## config.mk

```make
export PLATFORM = sky130hd
export DESIGN_NAME = serial_adder_ctrl
export DESIGN_NICKNAME = d
export VERILOG_FILES = /design/src/rtl/serial_adder_ctrl_pkg.sv /design/src/rtl/serial_adder_ctrl_full_adder.sv /design/src/rtl/serial_adder_ctrl.sv
export SDC_FILE = /design/constraint.sdc
export NUM_CORES = 1
export LEC_CHECK = 0
export BUFFER_PORTS_ARGS = -buffer_cell sky130_fd_sc_hd__buf_2
export CORE_ASPECT_RATIO = 2
export CORE_MARGIN = 2
export CORE_UTILIZATION = 50
export CTS_BUF_LIST = sky130_fd_sc_hd__clkbuf_4 sky130_fd_sc_hd__clkbuf_8
export DETAILED_ROUTE_END_ITERATION = 8
export GPL_TIMING_DRIVEN = 0
export HOLD_SLACK_MARGIN = 0.12
export PLACE_DENSITY = 0.85
export SYNTH_ARGS = -nofsm -noshare
export SYNTH_HDL_FRONTEND = slang
export SYNTH_SLANG_ARGS = --single-unit
```

## constraint.sdc

```tcl
create_clock -name clk -period 1.3 [get_ports clk]
set_input_delay 0.13 -clock clk [delete_from_list [all_inputs] [get_ports clk]]
set_output_delay 0.13 -clock clk [all_outputs]
set_load 0.01 [all_outputs]
```

## src/rtl/serial_adder_ctrl_pkg.sv

```systemverilog
// serial_adder_ctrl_pkg
//   Shared definitions for the bit-serial add/subtract engine.
//   state_e : FSM state encodings (2'd3 is unused and recovers to S_IDLE)
package serial_adder_ctrl_pkg;

  typedef enum logic [1:0] {
    S_IDLE = 2'd0,
    S_RUN  = 2'd1,
    S_DONE = 2'd2
  } state_e;

endpackage

```

## src/rtl/serial_adder_ctrl_full_adder.sv

```systemverilog
// full_adder
//   One-bit full adder built from two half adders and an OR for the carry.
//   Ports:
//     a, b  : addend bits
//     cin   : carry in
//     s     : sum bit
//     cout  : carry out
// HalfAdder
//   One-bit half adder.
//   Ports:
//     a, b  : input bits
//     s     : sum (a ^ b)
//     c     : carry (a & b)
module HalfAdder (
  input  logic a,
  input  logic b,
  output logic s,
  output logic c
);
  assign s = a ^ b;
  assign c = a & b;
endmodule

module full_adder (
  input  logic a,
  input  logic b,
  input  logic cin,
  output logic s,
  output logic cout
);
  logic s0;
  logic c0;
  logic c1;

  HalfAdder u_ha0 (
    .a (a),
    .b (b),
    .s (s0),
    .c (c0)
  );

  HalfAdder u_ha1 (
    .a (s0),
    .b (cin),
    .s (s),
    .c (c1)
  );

  // Both half-adder carries can never be high together, so OR is exact.
  assign cout = c0 | c1;
endmodule

```

## src/rtl/serial_adder_ctrl.sv

```systemverilog
// serial_adder_ctrl
//   Bit-serial add/subtract engine: one full adder sequenced over two
//   WIDTH-bit operands, LSB first, one bit per clock.
//
//   state  | meaning
//   -------+----------------------------------------------------
//   S_IDLE | waiting for start; operands captured on start
//   S_RUN  | one bit-step per clock, WIDTH steps in total
//   S_DONE | one-cycle done pulse, result/cout/ovf valid
//
//   Ports:
//     clk     : system clock, rising edge
//     reset   : synchronous reset, active-high
//     start   : launch request, sampled only in S_IDLE
//     sub     : 0 = a+b, 1 = a-b, sampled with start
//     a, b    : operands, sampled with start
//     busy    : high while in S_RUN
//     done    : one-cycle pulse in S_DONE
//     result  : registered sum/difference
//     cout    : carry out of MSB (for sub, 1 = no borrow)
//     ovf     : signed two's-complement overflow
module serial_adder_ctrl
  import serial_adder_ctrl_pkg::*;
#(
  parameter int WIDTH = 8
) (
  input  logic             clk,
  input  logic             reset,
  input  logic             start,
  input  logic             sub,
  input  logic [WIDTH-1:0] a,
  input  logic [WIDTH-1:0] b,
  output logic             busy,
  output logic             done,
  output logic [WIDTH-1:0] result,
  output logic             cout,
  output logic             ovf
);

  localparam int CW = $clog2(WIDTH);
  localparam logic [CW-1:0] LAST_BIT = CW'(WIDTH - 1);

  state_e           state_q, state_d;
  logic [CW-1:0]    cnt_q, cnt_d;
  logic             carry_q, carry_d;
  logic [WIDTH-1:0] sha_q, sha_d;
  logic [WIDTH-1:0] shb_q, shb_d;
  logic [WIDTH-1:0] shr_q, shr_d;
  logic [WIDTH-1:0] result_q, result_d;
  logic             cout_q, cout_d;
  logic             ovf_q, ovf_d;

  logic             fa_s;
  logic             fa_c;
  logic             accept;
  logic             last_step;

  full_adder u_fa (
    .a    (sha_q[0]),
    .b    (shb_q[0]),
    .cin  (carry_q),
    .s    (fa_s),
    .cout (fa_c)
  );

  assign accept    = (state_q == S_IDLE) && start;
  assign last_step = (state_q == S_RUN) && (cnt_q == LAST_BIT);

  // FSM next state
  always_comb begin
    state_d = state_q;
    case (state_q)
      S_IDLE: if (start) state_d = S_RUN;
      S_RUN:  if (cnt_q == LAST_BIT) state_d = S_DONE;
      S_DONE: state_d = S_IDLE;
      default: state_d = S_IDLE;
    endcase
  end

  always_ff @(posedge clk) begin
    if (reset) begin
      state_q <= S_IDLE;
    end else begin
      state_q <= state_d;
    end
  end

  // Datapath: operand shifters, bit counter, running carry, result shifter
  always_comb begin
    cnt_d   = cnt_q;
    carry_d = carry_q;
    sha_d   = sha_q;
    shb_d   = shb_q;
    shr_d   = shr_q;
    if (accept) begin
      // Subtraction is a + ~b + 1: invert b once here and seed carry with 1.
      sha_d   = a;
      shb_d   = sub ? ~b : b;
      carry_d = sub;
      cnt_d   = '0;
    end else if (state_q == S_RUN) begin
      sha_d   = {1'b0, sha_q[WIDTH-1:1]};
      shb_d   = {1'b0, shb_q[WIDTH-1:1]};
      shr_d   = {fa_s, shr_q[WIDTH-1:1]};
      carry_d = fa_c;
      cnt_d   = cnt_q + CW'(1);
    end
  end

  always_ff @(posedge clk) begin
    if (reset) begin
      cnt_q   <= '0;
      carry_q <= 1'b0;
      sha_q   <= '0;
      shb_q   <= '0;
      shr_q   <= '0;
    end else begin
      cnt_q   <= cnt_d;
      carry_q <= carry_d;
      sha_q   <= sha_d;
      shb_q   <= shb_d;
      shr_q   <= shr_d;
    end
  end

  // Output registers update only on the step that enters S_DONE.
  always_comb begin
    result_d = result_q;
    cout_d   = cout_q;
    ovf_d    = ovf_q;
    if (last_step) begin
      result_d = {fa_s, shr_q[WIDTH-1:1]};
      cout_d   = fa_c;
      // carry_q here is the carry into the MSB.
      ovf_d    = carry_q ^ fa_c;
    end
  end

  always_ff @(posedge clk) begin
    if (reset) begin
      result_q <= '0;
      cout_q   <= 1'b0;
      ovf_q    <= 1'b0;
    end else begin
      result_q <= result_d;
      cout_q   <= cout_d;
      ovf_q    <= ovf_d;
    end
  end

  assign busy   = (state_q == S_RUN);
  assign done   = (state_q == S_DONE);
  assign result = result_q;
  assign cout   = cout_q;
  assign ovf    = ovf_q;

endmodule
```

==> impl_metrics.toml, run 1 <==
[global_route]
antenna_found_initial = 0
gr-total-overflow = 0
grt_max_degree = 14
first_global_vias = 1374
grt_pass1_wl_um = 6044
gr-usage-all-layers = 0.2222

[place]
dp_slack_ps = -250.4
gp_congestion = 0.7741
port_buffers = 30
dp_hpwl_um = 2337

[critical_path]
cpMaxStageDelayCell = "dfxtp_4"
crit_fanout = 8
crit_arrival_ps = 1270
start_kind = "flip-flop"
timing.critical_path.mode_cell = "buf_6"
path_class = "reg2out"
path_buf_inv = 4
max_stage_delay_ps = 370
cp_top_family = "buffers and inverters"
worstPathRequired_ps = 1170
cp-end-kind = "output port"
crit_chain = "nand2b_1 > buf_6 > inv_4 > buf_6 > buf_2"

[cells_and_area]
area_growth_pct = 36.40
drive_above_1_share = 0.3889
multiInputGateArea_um2 = 920.9
fin_util = 0.7158
diodes = 0
n_fill_cell = 246
regArea_um2 = 788.3
nNetsFinal = 256

[sta]
drv_slew = 0
setup_slack_ps = -98.58
relSlewSlack = 0.5867
clock_skew_ps = 10.13
max_freq_mhz = 715.0
period_minus_slack_ps = 1399
post-route-period-util = 1.076
setup_viol = 14
worstMarginPinSlew_ps = 619.9
finalHoldViolCount = 0
grt_setup_unrepaired = "true"

[yosys]
yosysWarnings = 0
syn_area_mm2 = 0.001657
synthArstFlopShare = 0
syn_nets = 206
netlist_instances = 183
synth_edf_count = 0
synth-seq-cells = 39
ys_seq_area_frac = 0.4713
synth.distinct_cells = 28
avgSynthCellArea_um2 = 9.052
synthFlopType = "dfxtp_1"

[clock_network]
cts_htree_levels = 2
cts_tree = "yes"
numCtsBuffers = 5
insertion_delay_ps = 300
clock_path_buffers = 2
clock-sinks = 39
path_clk_slew_ps = 80
cts_root_buffer = "clkbuf_8"

[hold_path]
hold_path.class = "in2reg"

[pwr]
combPwrFrac = 0.140
max-vdd-ir-drop_uv = 1115
p_int_mw = 1.997
power_switching_share = 0.2533
cellLeakagePower_nw = 0.9677
p_seq_frac = 0.482
p_sw_mw = 0.6774
clkPwrFrac = 0.378
powerDensity_mw_per_mm2 = 1184

[floorplan]
die_w_um = 44.70
fp.coreArea_mm2 = 0.003157
die-area_mm2 = 0.003817
ios = 32
initial_core_util = 0.5248
rows = 29
fp.dieH_um = 85.40

[drt]
wl_per_cell_um = 15.20
drt_iter0_drc = 33
drc = 0
post_drt_via_cell_ratio = 5.638
num_vias = 1494
first_pass_iters = 4
detail-route-antenna-nets = 0
postRouteWirelength_um = 4027

[status]
violations = "negative setup slack"
run_status = "finished with violations"

[job]
maxCapViolCount = 0
layout by cell type, fill, tap and decap left out, drive strengths merged, types with 2 or more instances in the layout:
master and n:
a211oi 9, a21oi 17, xor2 8, nand3b 2, clkinv 2, nor2 13, o32ai 6, mux2i 11
dfxtp 39, nand2 32, nor2b 2, nor3 3, xnor2 2, ha 2, inv 8, clkbuf 12
buf 48, a22oi 8
power by group through the flow:
stage / sequential, mW / clock, mW / combinational, mW
2_1_floorplan: 1.30 / 0 / 0.214
3_3_place_gp: 1.31 / 0 / 0.284
3_5_place_dp: 1.31 / 0 / 0.289
4_1_cts: 1.28 / 1.03 / 0.328
5_1_grt: 1.30 / 1.07 / 0.407
6_report: 1.29 / 1.01 / 0.374
tightest hold or removal path, delay by kind of cell:
kind | cells | cell delay, ps
muxes | 1 | 120
AOI/OAI and AO/OA | 1 | 80
buffers and inverters | 1 | 100
registers in the layout, summed over array words and instances, names as in the netlist:
name     flops
carry_q      1
state_q      2
shb_q        8
cnt_q        3
shr_q        7
sha_q        8
cout         1
ovf          1
result       8
cell families after synthesis:
logic type	after synthesis	synth area share
AOI/OAI and AO/OA	43	0.1752
xor gates and xnor gates	10	0.05287
adders and majority gates	3	0.02719
buffers and inverters	21	0.05513
DFF	39	0.4713
muxes	11	0.06647
and+or+nand+nor	56	0.1518
stage by stage:
stage / std cells / TNS, ps / hold slack (ps) / area (µm²) / total power, mW
2_1_floorplan: 183 / 0 / 278.3 / 1658 / 1.516
3_3_place_gp: 244 / -3808 / 371.9 / 1847 / 1.592
3_5_place_dp: 244 / -4635 / 378.2 / 1847 / 1.599
4_1_cts: 262 / -340.6 / 167.6 / 2116 / 2.641
5_1_grt: 265 / -1616 / 169.6 / 2260 / 2.777
6_report: 265 / -541.3 / 171.9 / 2260 / 2.675
path summary, 6_finish.rpt:
path / depth (start not counted) / slack (ps) / start / end
min reg2reg: 2 / 460 / result[6] / result[6]
max: 5 / -100 / state_q[1] / busy
min: 3 / 170 / a[3] / sha_q[3]
max reg2reg: 5 / -80 / state_q[1] / sha_q[1]
cells in the mapped netlist, types with 3 or more instances:
| library cell | number | share of area |
|---|---|---|
| xor2_1 | 8 | 0.042 |
| a21oi_1 | 17 | 0.051 |
| clkbuf_1 | 9 | 0.020 |
| o32ai_1 | 6 | 0.032 |
| mux2i_1 | 11 | 0.066 |
| dfxtp_1 | 39 | 0.47 |
| nand2_1 | 32 | 0.073 |
| a211oi_1 | 9 | 0.041 |
| nor3_1 | 3 | 0.0091 |
| nor2_1 | 13 | 0.029 |
| a22oi_1 | 8 | 0.036 |
| inv_1 | 8 | 0.018 |
what timing repair did:
action,in CTS,in global routing
gates cloned,1,0
resized for setup,25,37
endpoints found under the setup margin,39,28
hold buffers,1,0
pin swaps,8,12
hold endpoints to repair,1,0
setup buffers,8,3
layout make-up:
| cell class | count | area share |
|---|---|---|
| plain buffers | 13 | 0.04319 |
| clock buffers | 5 | 0.03045 |
| clock inverters | 3 | 0.01938 |
| inverters | 8 | 0.01440 |
| multi-input cells | 123 | 0.4075 |
| flip-flops and latches | 39 | 0.3488 |
| well taps | 31 | 0.01716 |
| repair buffers | 43 | 0.1190 |
per-layer routing:
layer / global-route usage / routed length [µm]
met2: 0.3834 / 2325
met5: 0 / 0
met4: 0.1185 / 130
met1: 0.2225 / 1406
met3: 0.07234 / 164
(Power assumes the default switching activity.)
==> run 2, diff against run 1 <==
- PLACE_DENSITY: 0.85 -> 0.77
- TNS_END_PERCENT: default -> 50
==> impl_metrics.toml, run 2 (synthesized netlist as in run 1, its figures left out) <==
[status]
run_status = "finished with violations"
violations = "negative setup slack"

[place]
gp_congestion = 0.8086
port_buffers = 30
dp_hpwl_um = 2372

[sta]
grt_setup_unrepaired = "true"
drv_slew = 0
finalHoldViolCount = 0
setup_slack_ps = -14.20
post-route-period-util = 1.011
period_minus_slack_ps = 1314
tns_ps = -14.20
fin_hold_ws_ps = 174.9
clock_skew_ps = 7.053
relSlewSlack = 0.6110
worstMarginPinSlew_ps = 583.5
setup_viol = 1
max_freq_mhz = 760.9

[global_route]
antenna_found_initial = 0
first_global_vias = 1342
grt_pass1_wl_um = 5761
gr-usage-all-layers = 0.2088
grt_max_degree = 13
gr-total-overflow = 0

[clock_network]
clock-sinks = 39
cts_tree = "yes"
insertion_delay_ps = 300
cts_root_buffer = "clkbuf_8"
clock_path_buffers = 2
numCtsBuffers = 5
path_clk_slew_ps = 80
cts_htree_levels = 2

[cells_and_area]
drive_above_1_share = 0.3793
area_growth_pct = 33.91
diodes = 0
final_common_cell = "dfxtp_1"
layout.cells.most_common_list = "dfxtp_1, buf_2, nand2_1"
fin_util = 0.7027
nNetsFinal = 254

[critical_path]
start_kind = "flip-flop"
cp-end-kind = "flip-flop"
crit_fanout = 9
path_class = "reg2reg"
worstPathRequired_ps = 1460
crit_arrival_ps = 1480

[floorplan]
fp.coreArea_mm2 = 0.003157
ios = 32
initial_core_util = 0.5248
die-area_mm2 = 0.003817
fp.dieH_um = 85.40
rows = 29
die_w_um = 44.70

[job]
maxCapViolCount = 0

[drt]
post_drt_via_cell_ratio = 5.380
num_vias = 1415
wl_per_cell_um = 13.72
drc = 0
first_pass_iters = 4
postRouteWirelength_um = 3609
drt_iter0_drc = 21
detail-route-antenna-nets = 0

[pwr]
powerDensity_mw_per_mm2 = 1218
cellLeakagePower_nw = 0.8821
max-vdd-ir-drop_uv = 1570
power_mw = 2.703

[hold_path]
hold_path.class = "in2reg"
run 2: final timing paths:
kind / start / to / slack (ps) / depth (start not counted)
max: state_q[0] / sha_q[6] / -10 / 4
min: a[4] / sha_q[4] / 170 / 3
max reg2reg: state_q[0] / sha_q[6] / -10 / 4
min reg2reg: result[2] / result[2] / 450 / 2
run 2: worst max-delay path: stages, from the launching register on:
cell	delay [ps]
dfxtp_4	370
nor3b_4	290
buf_6	200
mux2i_2	230
a211oi_2	90
run 2: power by group:
group	total [mW]	switching (mW)	internal, mW
Combinational	0.368	0.184	0.184
Sequential	1.29	0.0400	1.25
Clock	1.05	0.428	0.621
Total	2.70	0.652	2.05
run 2: through the flow:
step	cell area [µm²]	instances	setup WS (ps)
2_1_floorplan	1658	183	22.70
3_3_place_gp	1847	244	-248.0
3_5_place_dp	1847	244	-269.5
4_1_cts	2123	261	-46.04
5_1_grt	2218	263	-73.02
6_report	2218	263	-14.20
run 2: cell type report:
class	count	area, µm²
clock inverter	2	35.03
multi-input combinational	123	889.6
tap	31	38.79
fill	254	938.4
timing repair buffer	42	260.3
inverter	8	32.53
clock buffer	6	82.58
sequential	39	790.8
buffer	12	88.84
run 2: timing repair:
| action | 4_1_cts | 5_1_grt |
|---|---|---|
| hold buffers | 1 | 0 |
| gates cloned | 1 | 0 |
| pin swaps | 2 | 5 |
| endpoints found under the setup margin | 39 | 27 |
| resized for setup | 27 | 27 |
| setup buffers | 7 | 3 |
| hold endpoints to repair | 1 | 0 |
run 2: layer usage:
layer / wire length [µm] / global-route usage
met1: 1346 / 0.2048
met2: 1997 / 0.3676
met3: 130 / 0.05106
met4: 134 / 0.1267
met5: 0 / 0
